<file path="src/rtl/link_pkg.sv">
// ============================================================================
//  Module      : link_pkg
//  Description : Shared definitions for the byte-link initiator and responder:
//                state encoding, data width, default frame length.
//  Revision    : 1.0 - initial release
// ============================================================================
`default_nettype none

package link_pkg;

    localparam int LINK_DATA_W    = 8;
    localparam int LINK_NUM_BYTES = 4;
    localparam int LINK_IDX_W     = 4;
    localparam int LINK_DLY_W     = 4;

    typedef enum logic [1:0] {
        IDLE  = 2'd0,
        DELAY = 2'd1,
        ACK   = 2'd2
    } link_state_e;

endpackage

`default_nettype wire

</file>
<file path="src/rtl/slave_fsm_if.sv">
// ============================================================================
//  Module      : slave_fsm_if
//  Description : Request/acknowledge byte handshake between the link
//                initiator (master) and the responder (slave).
//  Revision    : 1.0 - initial release
// ============================================================================
`default_nettype none

interface slave_fsm_if;

    logic                             req;
    logic [link_pkg::LINK_DATA_W-1:0] data;
    logic                             ack;

    modport master (output req, output data, input ack);
    modport slave  (input req, input data, output ack);

endinterface

`default_nettype wire

</file>
<file path="src/rtl/link_delay_ctr.sv">
// ============================================================================
//  Module      : link_delay_ctr
//  Description : Counts the wait cycles between byte capture and acknowledge.
//                expired is high on the last waiting cycle, so the owner
//                leaves its wait state after exactly ACK_DELAY cycles.
//  Revision    : 1.0 - initial release
// ============================================================================
`default_nettype none

module link_delay_ctr
    import link_pkg::*;
#(
    parameter int ACK_DELAY = 2
) (
    input  wire logic clk,
    input  wire logic rst,
    input  wire logic start,
    input  wire logic run,
    output logic      expired
);

    localparam logic [LINK_DLY_W-1:0] CNT_LAST = LINK_DLY_W'(ACK_DELAY - 1);

    logic [LINK_DLY_W-1:0] cnt_q;
    logic [LINK_DLY_W-1:0] cnt_d;

    // Restart on capture, advance once per waiting cycle
    always_comb begin
        cnt_d = cnt_q;
        if (start) begin
            cnt_d = '0;
        end else if (run) begin
            cnt_d = cnt_q + 1'b1;
        end
    end

    // Counter register
    always_ff @(posedge clk or negedge rst) begin
        if (!rst) begin
            cnt_q <= '0;
        end else begin
            cnt_q <= cnt_d;
        end
    end

    assign expired = run && (cnt_q == CNT_LAST);

endmodule

`default_nettype wire

</file>
<file path="src/rtl/slave_fsm.sv">
// ============================================================================
//  Module      : slave_fsm
//  Description : Byte-link responder. Captures one byte per request, answers
//                with a registered acknowledge, and assembles NUM_BYTES bytes
//                into a frame (byte 0 in the low bits).
//                Build option ACK_DELAY_EN: inserts a DELAY state of
//                ACK_DELAY cycles between capture and acknowledge.
//  Revision    : 1.0 - initial release
// ============================================================================
`default_nettype none

module slave_fsm
    import link_pkg::*;
#(
    parameter int NUM_BYTES = LINK_NUM_BYTES,
    parameter int ACK_DELAY = 2
) (
    input  wire logic                         clk,
    input  wire logic                         rst,
    slave_fsm_if.slave                        link,
    output logic [LINK_DATA_W-1:0]            rx_data,
    output logic                              byte_valid,
    output logic [LINK_IDX_W-1:0]             byte_idx,
    output logic [LINK_DATA_W*NUM_BYTES-1:0]  rx_word,
    output logic                              done
);

    localparam logic [LINK_IDX_W-1:0] IDX_LAST = LINK_IDX_W'(NUM_BYTES - 1);

    // Reject configurations outside the supported range at elaboration
    if (NUM_BYTES < 2 || NUM_BYTES > 16 || ACK_DELAY < 1 || ACK_DELAY > 15) begin : g_bad_cfg
        $error("slave_fsm: NUM_BYTES must be 2..16 and ACK_DELAY 1..15");
    end

    link_state_e                                state_q, state_d;
    logic                                       ack_q;
    logic                                       byte_valid_q, byte_valid_d;
    logic                                       done_q, done_d;
    logic [LINK_DATA_W-1:0]                     rx_data_q, rx_data_d;
    logic [LINK_IDX_W-1:0]                      byte_idx_q, byte_idx_d;
    logic [NUM_BYTES-1:0][LINK_DATA_W-1:0]      stage_q, stage_d;
    logic [LINK_DATA_W*NUM_BYTES-1:0]           rx_word_q, rx_word_d;

`ifdef ACK_DELAY_EN
    logic dly_start;
    logic dly_expired;

    link_delay_ctr #(
        .ACK_DELAY (ACK_DELAY)
    ) u_delay_ctr (
        .clk     (clk),
        .rst     (rst),
        .start   (dly_start),
        .run     (state_q == DELAY),
        .expired (dly_expired)
    );
`endif

    // Next-state, capture and frame-assembly decisions
    always_comb begin
        state_d      = state_q;
        rx_data_d    = rx_data_q;
        byte_idx_d   = byte_idx_q;
        stage_d      = stage_q;
        rx_word_d    = rx_word_q;
        byte_valid_d = 1'b0;
        done_d       = 1'b0;
`ifdef ACK_DELAY_EN
        dly_start    = 1'b0;
`endif
        case (state_q)
            IDLE: begin
                if (link.req) begin
                    rx_data_d    = link.data;
                    byte_valid_d = 1'b1;
                    for (int i = 0; i < NUM_BYTES; i++) begin
                        if (byte_idx_q == LINK_IDX_W'(i)) begin
                            stage_d[i] = link.data;
                        end
                    end
`ifdef ACK_DELAY_EN
                    dly_start = 1'b1;
                    state_d   = DELAY;
`else
                    state_d   = ACK;
`endif
                end
            end
`ifdef ACK_DELAY_EN
            // req is deliberately ignored here: the wait always completes
            DELAY: begin
                if (dly_expired) begin
                    state_d = ACK;
                end
            end
`endif
            ACK: begin
                if (!link.req) begin
                    state_d = IDLE;
                    if (byte_idx_q == IDX_LAST) begin
                        byte_idx_d = '0;
                        rx_word_d  = stage_q;
                        done_d     = 1'b1;
                    end else begin
                        byte_idx_d = byte_idx_q + 1'b1;
                    end
                end
            end
            default: begin
                state_d = IDLE;
            end
        endcase
    end

    // State and output registers; reset discards any partial frame
    always_ff @(posedge clk or negedge rst) begin
        if (!rst) begin
            state_q      <= IDLE;
            ack_q        <= 1'b0;
            byte_valid_q <= 1'b0;
            done_q       <= 1'b0;
            rx_data_q    <= '0;
            byte_idx_q   <= '0;
            stage_q      <= '0;
            rx_word_q    <= '0;
        end else begin
            state_q      <= state_d;
            ack_q        <= (state_d == ACK);
            byte_valid_q <= byte_valid_d;
            done_q       <= done_d;
            rx_data_q    <= rx_data_d;
            byte_idx_q   <= byte_idx_d;
            stage_q      <= stage_d;
            rx_word_q    <= rx_word_d;
        end
    end

    assign link.ack   = ack_q;
    assign rx_data    = rx_data_q;
    assign byte_valid = byte_valid_q;
    assign byte_idx   = byte_idx_q;
    assign rx_word    = rx_word_q;
    assign done       = done_q;

endmodule

`default_nettype wire

</file>
<file path="src/flat_wrapper.sv">
// flat-port wrapper written by rule: the top's interface ports become plain ports
module slave_fsm_flat import link_pkg::*;
#(
    parameter int NUM_BYTES = LINK_NUM_BYTES,
    parameter int ACK_DELAY = 2
)
  (clk, rst, rx_data, byte_valid, byte_idx, rx_word, done, link_req, link_data, link_ack);
  slave_fsm_if link_i ();
  input  wire logic clk;
  input  wire logic rst;
  output logic [LINK_DATA_W-1:0] rx_data;
  output logic byte_valid;
  output logic [LINK_IDX_W-1:0] byte_idx;
  output logic [LINK_DATA_W*NUM_BYTES-1:0] rx_word;
  output logic done;
  input wire logic [$bits(link_i.req)-1:0] link_req;
  input wire logic [$bits(link_i.data)-1:0] link_data;
  output wire logic [$bits(link_i.ack)-1:0] link_ack;
  assign link_i.req = link_req;
  assign link_i.data = link_data;
  assign link_ack = link_i.ack;
  slave_fsm #(.NUM_BYTES(NUM_BYTES), .ACK_DELAY(ACK_DELAY)) u_core (.clk(clk), .rst(rst), .link(link_i), .rx_data(rx_data), .byte_valid(byte_valid), .byte_idx(byte_idx), .rx_word(rx_word), .done(done));
endmodule
</file>
<file path="config.mk">
export PLATFORM = sky130hd
export DESIGN_NAME = slave_fsm_flat
export DESIGN_NICKNAME = d
export VERILOG_FILES = /design/src/rtl/link_pkg.sv /design/src/rtl/slave_fsm_if.sv /design/src/rtl/link_delay_ctr.sv /design/src/rtl/slave_fsm.sv /design/src/flat_wrapper.sv
export SDC_FILE = /design/constraint.sdc
export NUM_CORES = 1
export LEC_CHECK = 0
export CAP_MARGIN = 20
export CORE_MARGIN = 5
export CORE_UTILIZATION = 46
export CTS_CLUSTER_DIAMETER = 30
export DETAILED_ROUTE_END_ITERATION = 12
export HOLD_SLACK_MARGIN = 0.12
export PLACE_DENSITY_LB_ADDON = 0.08
export SLEW_MARGIN = 40
export SYNTH_ARGS = -nofsm -noshare
export SYNTH_HDL_FRONTEND = slang
export SYNTH_HIERARCHICAL = 1
export SYNTH_SLANG_ARGS = --single-unit
</file>
<file path="constraint.sdc">
create_clock -name clk -period 3 [get_ports clk]
set_input_delay 0.6 -clock clk [delete_from_list [all_inputs] [get_ports clk]]
set_output_delay 0.6 -clock clk [all_outputs]
set_load 0.005 [all_outputs]
</file>
Word level (Yosys, flattened, before mapping). Cells that the tools add are included. Widths: inputs -> output; s select.

Bitwise operators: 1. $add $sub $neg: 1. Reductions and logical operators: 9. Equal/unequal tests: 5. Mux-type cells: 9.

Operator list (count): $reduce_and 3->1 (5); $eq 4x2->1 const B (2); $mux 1 (5); $add 4x1->4 const B (1); $eq 2x2->1 const B (2); $eq 4x1->1 const B (1); $logic_not 4->1 (1); $mux 2 (2); $mux 4 (1); $pmux 2 s2 (1); $reduce_and 2->1 (2); $logic_not 2->1 (1); $not 1->1 (1).

Output and inout port bits: 47. Register bits after elaboration: 81. Word-level logic and storage cells: 36.

Logic depth before layout (Yosys ltp).
Depth in word-level cells: 4. Depth in mapped cells: 4.

Worst setup path after synthesis. OpenSTA, ideal clock, no wires.

Kind: input to register. Start: in link_req. End: reg u_core.rx_word_q[10], in the netlist u_core/rx_word[10]. Data required time: 2.875 ns. Stages: 4. Arrival time: 1.497 ns. Slack: 1.378 ns. Path through: nor3b_4 nand3_4 buf_6 mux2_4.

Cells in the longest elaborated chain, start to end: 2.

RTL lines: from (decl) (RTL line flat_wrapper.sv:16) `input wire logic [$bits(link_i.req)-1:0] link_req;`; $not 1->1 (no source line); $reduce_and 3->1 (no source line); to (signal assigned) (RTL line slave_fsm.sv:134) `rx_word_q <= rx_word_d;`; to (decl) (RTL line slave_fsm.sv:42) `logic [LINK_DATA_W*NUM_BYTES-1:0] rx_word_q, rx_word_d;`.

No other way between the ends. A chain may end at the register's enable or synchronous reset.

Worst setup path in the final report.
Start: in link_req. End: reg u_core/stage_q[22] (netlist bit).

Cells in the longest elaborated chain, start to end: 1.

RTL lines: $reduce_and 3->1 (no source line); to (signal assigned) (RTL line slave_fsm.sv:133) `stage_q <= stage_d;`; to (decl) (RTL line slave_fsm.sv:41) `logic [NUM_BYTES-1:0][LINK_DATA_W-1:0] stage_q, stage_d;`.

No other way between the ends.

==> summary.md <==
| Metric | Value |
|---|---|
| Status | complete, no violations |
| Top-count cell post-synth | dfrtp_1 |
| Hold WS | 0.307 ns |
| Avg WL per Cell | 16.2 µm |
| Endpoint class of the critical path | flop |
| DRT antenna net count | 0 |
| DR WL met3 | 248 µm |
| Internal reg-to-reg setup slack | 1.26 ns |
| Post-synth top area share | 62.5% |
| Tmin final | 2.13 ns |
| Distinct cells, synth | 21 |
| Setup_tns | 0 ns |
| Layout cell share with drive strength beyond 1 | 39.8% |
| Synth area leader | dfrtp_1 |
| R2R depth | 3 |
| Placed Instances | 336 |
| Fin crit share | 71.0% |
| Max Slew Vio Count | 0 |
| CTS Sinks | 81 |
| Die height | 93.9 µm |
| FF+latch count, synth | 81 |
| FFs w/ async S/R, synth | 100% |
| # IOs | 58 |
| H-tree Lvls | 3 |
| Max clock buf depth | 2 |
| Max IR drop VDD | 0.000362 V |
| Sequential area share after synthesis | 62.5% |
| First-pass GRT wire length | 9520 µm |
| Port Buf Inserts | 57 |
| Total die area | 0.00882 mm² |
| Number of global-route vias before repair | 1819 |
| Nets | 266 |
| Max-cap violations | 0 |
| Reg clk slew, reported paths | 0.08 ns |
| Mapped Area | 0.00324 mm² |
| Clock Skew | 0.00486 ns |
| Drt first pass iters | 3 |
| Slew HR | 52.2% |
| Placer Congestion | 0.662 |
| Total track usage | 14.2% |
| Critical Path Fanout Max | 8 |
| Mapped Cells | 184 |
| CTS tree | yes |
| Worst r2r src | u_core/state_q[0] |
| Reg-to-reg endpoint | u_core/stage_q[22] |
| DR vias/cell | 4.83 |
| Final setup violation count | 0 |
| Core Area | 0.00683 mm² |
| # rows | 30 |
| Root Driver | clkbuf_8 |
| Mean Syn Cell Area | 17.6 µm² |
| Initial antenna violation count | 0 |
| Final hold viol count | 0 |
| Synth cell count leaders | 81 x dfrtp_1, 45 x mux2_2, 29 x mux2_4, 4 x ha_1 |
| Post-CTS setup buffer count | 0 |
| GRT overflow | 0 |
| # hold bufs at CTS | 0 |
| CP Launch Point | link_req |
| Post-synth EDFFs | 0 |
| Non-filler cells, final | 352 |
| Antenna cells | 0 |
| Drc violations | 0 |
| Clk_lat worst skew | 0.34 ns |
| Cts repair resizes | 0 |
| Largest net degree at the start of global routing | 82 |
| Post-Syn Nets | 199 |
| Layout area overhead | 26.8% |
| CP Launch Type | input pin |
| FMAX | 0.470 GHz |
| WL met2 | 2670 µm |
| RSZ-0062 raised after global routing | no |
| Initial Utilization | 47.4% |
| WL met1 | 2710 µm |
| WS Path Type | in -> reg |
| Die width | 93.9 µm |
| Leakage power | 1.93 nW |
| WP data arrival | 2.35 ns |
| P per Cell Area | 880 mW/mm² |
| CTS Buf Count | 9 |
| Critical path capture point | u_core/stage_q[22] |
| Hpwl dp | 3810 µm |
| Synth Flop Type | dfrtp_1 |
| PnR Total Power | 3.62 mW |
| Initial DRC Count | 55 |
| Top Layer Used | met4 |
| Hold Path Class | in -> async |
| Yosys Warn Count | 6 |
| WL final | 5720 µm |
| Synth area leaders | dfrtp_1 63%, mux2_2 16%, mux2_4 13% |
| Worst EP required | 3.22 ns |
| Least-Margin Pin Slew | 0.717 ns |
| Total number of vias | 1701 |
[area by class of cell]
| class | count | area (µm²) |
|---|---|---|
| fillers | 563 | 2720 |
| clock inverters | 6 | 57.6 |
| repair buffers | 60 | 594 |
| clock buffers | 10 | 138 |
| inverters | 3 | 11.3 |
| flip-flops and latches | 81 | 2030 |
| multi-input cells | 96 | 1160 |
| well taps | 96 | 120 |
[registers in the layout (all words and copies together) (netlist names)]
name,count
u_core/state_q,2
u_core/byte_valid,1
u_core/rx_data,8
u_core/byte_idx,4
u_core/link.ack,1
u_core/rx_word,32
u_core/done,1
u_core/stage_q,32
[cell families after synthesis]
family,Yosys count,synth area share (%)
flip-flops,81,62.5
buffers and inverters,7,1.62
other,1,0.116
multiplexers,74,29.1
adder cells (fa/ha/maj),4,1.54
AO/OA/AOI/OAI,2,0.309
AND/OR/NAND/NOR,14,4.52
XOR/XNOR,1,0.270
[how the worst min path moves through the flow]
stage | endpoint | slack [ns] | from | cells past startpoint
global placement | u_core/rx_word[7] | 0.48 | u_core/stage_q[7] | 1
floorplan | u_core/byte_idx[0] | 0.30 | rst | 0
global route | u_core/rx_word[12] | 0.35 | rst | 1
CTS | u_core/rx_word[12] | 0.32 | rst | 1
finish | u_core/rx_word[13] | 0.31 | rst | 1
detailed placement | u_core/stage_q[0] | 0.49 | u_core/stage_q[0] | 1
[critical path, stage by stage]
cell	delay, ns
clkdlybuf4s50_1	0.55
nor3b_2	0.52
nand3_2	0.33
mux2_2	0.35
[layer usage]
| metal | track usage, % | up-vias |
|---|---|---|
| met5 | 0 | - |
| met4 | 7.22 | 0 |
| met3 | 3.77 | 10 |
| met2 | 21.3 | 41 |
| met1 | 18.9 | 869 |
| li1 | - | 781 |
[report_power, final]
part           leakage (nW)  internal, mW  total [mW]  switching (mW)
combinational         0.798         0.793        1.09           0.296
sequential             1.03          1.51        1.75           0.237
clock                 0.102         0.401       0.775           0.374
total                  1.93          2.71        3.62           0.907
[layout by cell type, fill, tap and decap left out]
cell,instances
dfrtp_1,81
clkdlybuf4s50_1,56
mux2_2,45
mux2_4,29
clkbuf_8,10
clkinv_2,4
ha_1,4
inv_1,3
buf_4,3
nor2b_1,2
nand3_4,2
nand2_1,2
nand4b_2,2
bufinv_16,1
clkinvlp_4,1
buf_6,1
and2b_1,1
nor3b_2,1
nor2_2,1
nor3b_4,1
o21ai_0,1
a21oi_1,1
nand4_1,1
xnor2_1,1
nand3_2,1
conb_1,1
[metrics by stage]
step / utilization (%) / setup WS (ns) / area [µm²]
finish: 60.1 / 0.870 / 4110
floorplan: - / 1.38 / 3240
global route: 60.1 / 0.785 / 4110
CTS: 60.1 / 0.880 / 4110
global placement: 57.2 / 0.557 / 3910
detailed placement: 57.3 / 0.511 / 3910
No activity file was read; power rests on OpenSTA's default activity.
